$ cat config.mk
export PLATFORM = sky130hd
export DESIGN_NAME = network_sequencer
export DESIGN_NICKNAME = d
export VERILOG_FILES = /design/src/rtl/network_ctrl_pkg.sv /design/src/rtl/network_weight_bank.sv /design/src/rtl/network_sequencer.sv
export SDC_FILE = /design/constraint.sdc
export NUM_CORES = 1
export LEC_CHECK = 0
export CAP_MARGIN = 10
export CORE_MARGIN = 1
export CORE_UTILIZATION = 47
export CTS_BUF_LIST = sky130_fd_sc_hd__clkbuf_4
export DETAILED_ROUTE_END_ITERATION = 12
export GPL_ROUTABILITY_DRIVEN = 0
export PLACE_DENSITY_LB_ADDON = 0.05
export SYNTH_ARGS = -nofsm -noshare
export SYNTH_HDL_FRONTEND = slang
export SYNTH_SLANG_ARGS = --single-unit
export TNS_END_PERCENT = 1
$ cat constraint.sdc
create_clock -name CLK -period 2.67 [get_ports CLK]
set_clock_uncertainty 0.2 [all_clocks]
set_input_delay 0.534 -clock CLK [delete_from_list [all_inputs] [get_ports CLK]]
set_output_delay 0.534 -clock CLK [all_outputs]
set_load 0.02 [all_outputs]
$ cat src/rtl/network_ctrl_pkg.sv
// Shared types, widths and configuration address map for the network sequencer.
package network_ctrl_pkg;

  localparam int unsigned W  = 16;
  localparam int unsigned NI = 2;
  localparam int unsigned NH = 2;
  localparam int unsigned NO = 2;

  localparam int unsigned CFG_DEPTH = NH * NI + NH + NO * NH + NO;
  localparam int unsigned AW        = $clog2(CFG_DEPTH);

  localparam int unsigned HL_W_BASE = 0;
  localparam int unsigned HL_B_BASE = NH * NI;
  localparam int unsigned OL_W_BASE = HL_B_BASE + NH;
  localparam int unsigned OL_B_BASE = OL_W_BASE + NO * NH;

  typedef enum logic [1:0] {
    IDLE,
    LAUNCH,
    WAIT,
    HOLD
  } seq_state_t;

endpackage

$ cat src/rtl/network_weight_bank.sv
// Configuration storage for the NETWORK datapath: flat word array with address
// decode, range check and a one-cycle reject pulse for dropped writes.
module network_weight_bank
   import network_ctrl_pkg::*;
(
   input  logic                clk,
   input  logic                rst_n,
   input  logic                en,
   input  logic                we,
   input  logic [AW-1:0]       addr,
   input  logic signed [W-1:0] wdata,
   output logic                err,
   output logic signed [W-1:0] hl_weights [NH*NI],
   output logic signed [W-1:0] hl_bias    [NH],
   output logic signed [W-1:0] ol_weights [NO*NH],
   output logic signed [W-1:0] ol_bias    [NO]
);

   logic signed [W-1:0] mem [CFG_DEPTH];
   logic                in_range;
   logic                accept;

   assign in_range = ({1'b0, addr} < (AW + 1)'(CFG_DEPTH));
   assign accept   = we && en && in_range;

   always_ff @(posedge clk or negedge rst_n) begin
      if (!rst_n) begin
         for (int unsigned i = 0; i < CFG_DEPTH; i++) mem[i] <= '0;
         err <= 1'b0;
      end else begin
         err <= we && !accept;
         if (accept) mem[addr] <= wdata;
      end
   end

   // Flat map is node-major, matching the datapath port ordering.
   always_comb begin
      for (int unsigned i = 0; i < NH * NI; i++) hl_weights[i] = mem[HL_W_BASE + i];
      for (int unsigned i = 0; i < NH; i++)      hl_bias[i]    = mem[HL_B_BASE + i];
      for (int unsigned i = 0; i < NO * NH; i++) ol_weights[i] = mem[OL_W_BASE + i];
      for (int unsigned i = 0; i < NO; i++)      ol_bias[i]    = mem[OL_B_BASE + i];
   end

endmodule

$ cat src/rtl/network_sequencer.sv
// Sequencer between the stream fabric and the NETWORK datapath: owns config storage,
// launches one inference per accepted vector and returns the result with a timeout.
module network_sequencer
   import network_ctrl_pkg::*;
#(
   parameter int unsigned TIMEOUT_CYCLES = 255
) (
   input  logic                CLK,
   input  logic                RSTN,
   input  logic                CFG_WE,
   input  logic [AW-1:0]       CFG_ADDR,
   input  logic signed [W-1:0] CFG_WDATA,
   output logic                CFG_ERR,
   input  logic                S_VALID,
   output logic                S_READY,
   input  logic signed [W-1:0] S_DATA         [NI],
   output logic                M_VALID,
   input  logic                M_READY,
   output logic signed [W-1:0] M_DATA         [NO],
   output logic signed [W-1:0] NET_VALUES_IN  [NI],
   output logic                NET_VALID_IN,
   output logic signed [W-1:0] NET_HL_WEIGHTS [NH*NI],
   output logic signed [W-1:0] NET_HL_BIAS    [NH],
   output logic signed [W-1:0] NET_OL_WEIGHTS [NO*NH],
   output logic signed [W-1:0] NET_OL_BIAS    [NO],
   input  logic signed [W-1:0] NET_VALUES_OUT [NO],
   input  logic                NET_VALID_OUT,
   output logic                BUSY,
   output logic                ERR_TIMEOUT,
   input  logic                ERR_CLEAR
);

   localparam int unsigned   TW    = (TIMEOUT_CYCLES > 1) ? $clog2(TIMEOUT_CYCLES) : 1;
   localparam logic [TW-1:0] TLAST = TW'(TIMEOUT_CYCLES - 1);

   seq_state_t    state;
   logic [TW-1:0] timer;

   network_weight_bank u_bank (
      .clk        (CLK),
      .rst_n      (RSTN),
      .en         (state == IDLE),
      .we         (CFG_WE),
      .addr       (CFG_ADDR),
      .wdata      (CFG_WDATA),
      .err        (CFG_ERR),
      .hl_weights (NET_HL_WEIGHTS),
      .hl_bias    (NET_HL_BIAS),
      .ol_weights (NET_OL_WEIGHTS),
      .ol_bias    (NET_OL_BIAS)
   );

   // Handshake outputs are registered alongside the state so none is combinational.
   always_ff @(posedge CLK or negedge RSTN) begin
      if (!RSTN) begin
         state         <= IDLE;
         timer         <= '0;
         S_READY       <= 1'b1;
         BUSY          <= 1'b0;
         NET_VALID_IN  <= 1'b0;
         M_VALID       <= 1'b0;
         ERR_TIMEOUT   <= 1'b0;
         NET_VALUES_IN <= '{default: '0};
         M_DATA        <= '{default: '0};
      end else begin
         NET_VALID_IN <= 1'b0;
         if (ERR_CLEAR) ERR_TIMEOUT <= 1'b0;
         unique case (state)
            IDLE: begin
               if (S_VALID) begin
                  NET_VALUES_IN <= S_DATA;
                  NET_VALID_IN  <= 1'b1;
                  S_READY       <= 1'b0;
                  BUSY          <= 1'b1;
                  state         <= LAUNCH;
               end
            end
            LAUNCH: begin
               timer <= '0;
               state <= WAIT;
            end
            WAIT: begin
               // A result on the expiry cycle beats the timeout.
               if (NET_VALID_OUT) begin
                  M_DATA  <= NET_VALUES_OUT;
                  M_VALID <= 1'b1;
                  state   <= HOLD;
               end else if (timer == TLAST) begin
                  ERR_TIMEOUT <= 1'b1;
                  S_READY     <= 1'b1;
                  BUSY        <= 1'b0;
                  state       <= IDLE;
               end else begin
                  timer <= timer + 1'b1;
               end
            end
            HOLD: begin
               if (M_READY) begin
                  M_VALID <= 1'b0;
                  S_READY <= 1'b1;
                  BUSY    <= 1'b0;
                  state   <= IDLE;
               end
            end
            default: state <= IDLE;
         endcase
      end
   end

endmodule

==> results of run 1 <==
==> routing by layer <==
metal | GRT usage | up-vias | share of wire
met5 | 0 | - | 0
met4 | 0.1075 | 0 | 0.020
met3 | 0.07681 | 42 | 0.073
met2 | 0.4249 | 282 | 0.51
met1 | 0.3020 | 3649 | 0.39
li1 | - | 3193 | -
==> logic make-up (layout without fill, tap and decap cells) <==
family / count (synthesis) / count (layout) / synth area share
AOI/OAI and AO/OA: 24 / 24 / 0.01494
and+or+nand+nor: 55 / 55 / 0.02904
adders and majority gates: 2 / 2 / 0.002389
buffers and inverters: 46 / 501 / 0.02019
other: 0 / 1 / 0
muxes: 256 / 256 / 0.2825
DFF: 272 / 272 / 0.6501
xor gates and xnor gates: 1 / 1 / 0.0008366
==> synth_stat cells (all sizes together) (3+ instances only) <==
library cell / count / share of area
nor3: 3 / 0.0024
nand3: 6 / 0.0029
a211oi: 3 / 0.0022
dfrtp: 271 / 0.65
buf: 15 / 0.0091
clkbuf: 27 / 0.0097
o21ai: 8 / 0.0038
mux2: 256 / 0.28
nor2b: 4 / 0.0024
nand2b: 3 / 0.0018
nand2: 14 / 0.0050
a21oi: 3 / 0.0014
inv: 4 / 0.0014
nor2: 11 / 0.0039
==> report_power, final <==
part           switching (µW)  internal (µW)  total [µW]
combinational            3500           3970        7470
clock                    1600           1990        3590
sequential                895           5670        6560
==> repair_timing <==
item | CTS | global route
hold buffers | 1 | 0
hold endpoints to repair | 63 | 0
resized for setup | 0 | 0
==> per-stage QoR <==
stage	hold WS, ps	TNS (ps)
2_1_floorplan	38.41	0
3_3_place_gp	250.8	-1247
5_1_grt	255.7	0
4_1_cts	216.9	0
3_5_place_dp	259.0	-1535
6_report	255.2	0
==> registers in the layout (all words and copies together) (netlist names) <==
| name | count |
|---|---|
| u_bank.hl_weights | 64 |
| u_bank.ol_weights | 64 |
| M_DATA | 32 |
| NET_VALUES_IN | 32 |
| u_bank.hl_bias | 32 |
| u_bank.ol_bias | 32 |
| timer | 8 |
| state | 2 |
| BUSY | 1 |
| ERR_TIMEOUT | 1 |
| M_VALID | 1 |
| NET_VALID_IN | 1 |
| S_READY | 1 |
| u_bank.err | 1 |
==> how the worst max path moves through the flow <==
stage	start	to	slack, ps	cells past startpoint
floorplan	CFG_ADDR[0]	u_bank.hl_bias[10]$_DFFE_PN0P_	300	6
global placement	CFG_ADDR[0]	u_bank.hl_bias[12]$_DFFE_PN0P_	-80	4
detailed placement	CFG_ADDR[0]	u_bank.hl_bias[12]$_DFFE_PN0P_	-100	4
CTS	S_READY$_DFFE_PN1P_	S_READY	110	1
global route	S_READY$_DFFE_PN1P_	S_READY	120	1
finish	S_READY$_DFFE_PN1P_	S_READY	170	1
==> area by class of cell <==
class	count	area, µm²
Sequential cell	272	6808
Fill cell	1528	6436
Timing Repair Buffer	381	3861
Multi-Input combinational cell	338	3463
Clock buffer	106	795.8
Tap cell	280	350.3
Clock inverter	10	91.34
Inverter	4	15.01
Antenna cell	1	2.502
==> results.sh, run 1 <==
export IMPL_fin_nets=1160
export IMPL_dieArea_um2=22880
export IMPL_h_tree_depth=3
export IMPL_grt_pass1_wl_um=43410
export IMPL_antenna_left=0
export IMPL_critPathLaunchType="register"
export IMPL_die_y_um=151.3
export IMPL_grt_overflow_total=0
export IMPL_fmax_ghz=0.4003
export IMPL_layout_setup_ws_ps=171.9
export IMPL_cp_num_buf_inv=1
export IMPL_ir_drop_v=0.0007326
export IMPL_rr_startpoint="state[1]$_DFFE_PN0P_"
export IMPL_cp_cell_sequence="clkdlybuf4s50_1"
export IMPL_core_area_um2=21820
export IMPL_postCtsSetupBuffers=0
export IMPL_area_delta_synth_final_pct=46.95
export IMPL_io_buffers=352
export IMPL_cap_violations=0
export IMPL_ys_ff_latch=272
export IMPL_final_cell_mix="clkdlybuf4s50_1 (351), dfrtp_1 (271), mux2_2 (236), clkbuf_4 (106), mux2_4 (20)"
export IMPL_drt_pass1_iterations=4
export IMPL_ys_flop_type="dfrtp_1"
export IMPL_worstMarginPinSlew_ps=673.8
export IMPL_crit_slowest_cell="clkdlybuf4s50_1"
export IMPL_fin_util=0.7051
export IMPL_r2r_slack_ps=500
export IMPL_crit_arrival_ps=1760
export IMPL_synthArstFlopShare=1.000
export IMPL_ys_seq_area_frac=0.6501
export IMPL_synth_edf_count=0
export IMPL_rows=54
export IMPL_drive_above_1_share=0.3618
export IMPL_yosysWarnings=0
export IMPL_setup_worst_path_class="reg2out"
export IMPL_numCtsBuffers=70
export IMPL_hold_viol=0
export IMPL_syn_area_per_cell_um2=15.96
export IMPL_slew_headroom=0.5494
export IMPL_synthCells=656
export IMPL_fin_cells=1392
export IMPL_powerDensity_nw_per_um2=1145
export IMPL_r2r_end="u_bank.hl_bias[22]$_DFFE_PN0P_"
export IMPL_floorplan_initialDensity=0.4798
export IMPL_layout_commonest_cell="clkdlybuf4s50_1"
export IMPL_power_leakage_uw=0.007051
export IMPL_rsz0062_at_grt="false"
export IMPL_clock_latency_ps=630
export IMPL_cp_required_ps=1940
export IMPL_status="finished, final reports clean"
export IMPL_cts_clk_slew_worst_paths_ps=80
export IMPL_dpl_cell_area_um2=14490
export IMPL_synth_area_um2=10470
export IMPL_cts_tree="built"
export IMPL_post_route_drc_count=0
export IMPL_clock_path_buffers=3
export IMPL_grt_use_total=0.2536
export IMPL_io_pins=353
export IMPL_viasPerCell=5.148
export IMPL_numClockSinks=272
export IMPL_first_iter_violations=256
export IMPL_slew_viol_final=0
export IMPL_cts_root_buf="clkbuf_4"
export IMPL_grt_max_degree=71
export IMPL_cp_slowest_stage_delay_ps=610
export IMPL_wire_per_inst_um=20.28
export IMPL_postLayoutCellArea_um2=15390
export IMPL_finalCriticalPeriod_ps=2498
export IMPL_grt_pass1_vias=7869
export IMPL_netlist_cell_type_count=39
export IMPL_end_kind="output pin"
export IMPL_dpl_hpwl_um=20170
export IMPL_cp_top_family="buffers and inverters"
export IMPL_power_uw=17620
export IMPL_fin_crit_sh=0.9356
export IMPL_worstPathMaxFanout=2
export IMPL_die_x_um=151.3
export IMPL_placed_cells=1274
export IMPL_post_place_ws_ps=-104.2
export IMPL_setup_viol=0
export IMPL_dr_total_vias=7166
export IMPL_r2r_cells=3
export IMPL_synthesis_nets=749
export IMPL_antenna_found_initial=1
export IMPL_drt_wl_total_um=28230
export IMPL_hold_class="in2async"
Power figures use the tool's default switching activity.
==> inputs of run 2 (changes only) <==
ABC_CLOCK_PERIOD_IN_PS = 2670   (was default)
==> results of run 2 <==
The final DEF is identical to that of run 1; final timing and power are the same.
==> inputs of run 3 (changes only) <==
TNS_END_PERCENT = 5   (was 1)
==> results of run 3 <==
The final DEF is identical to that of run 1; final timing and power are the same.
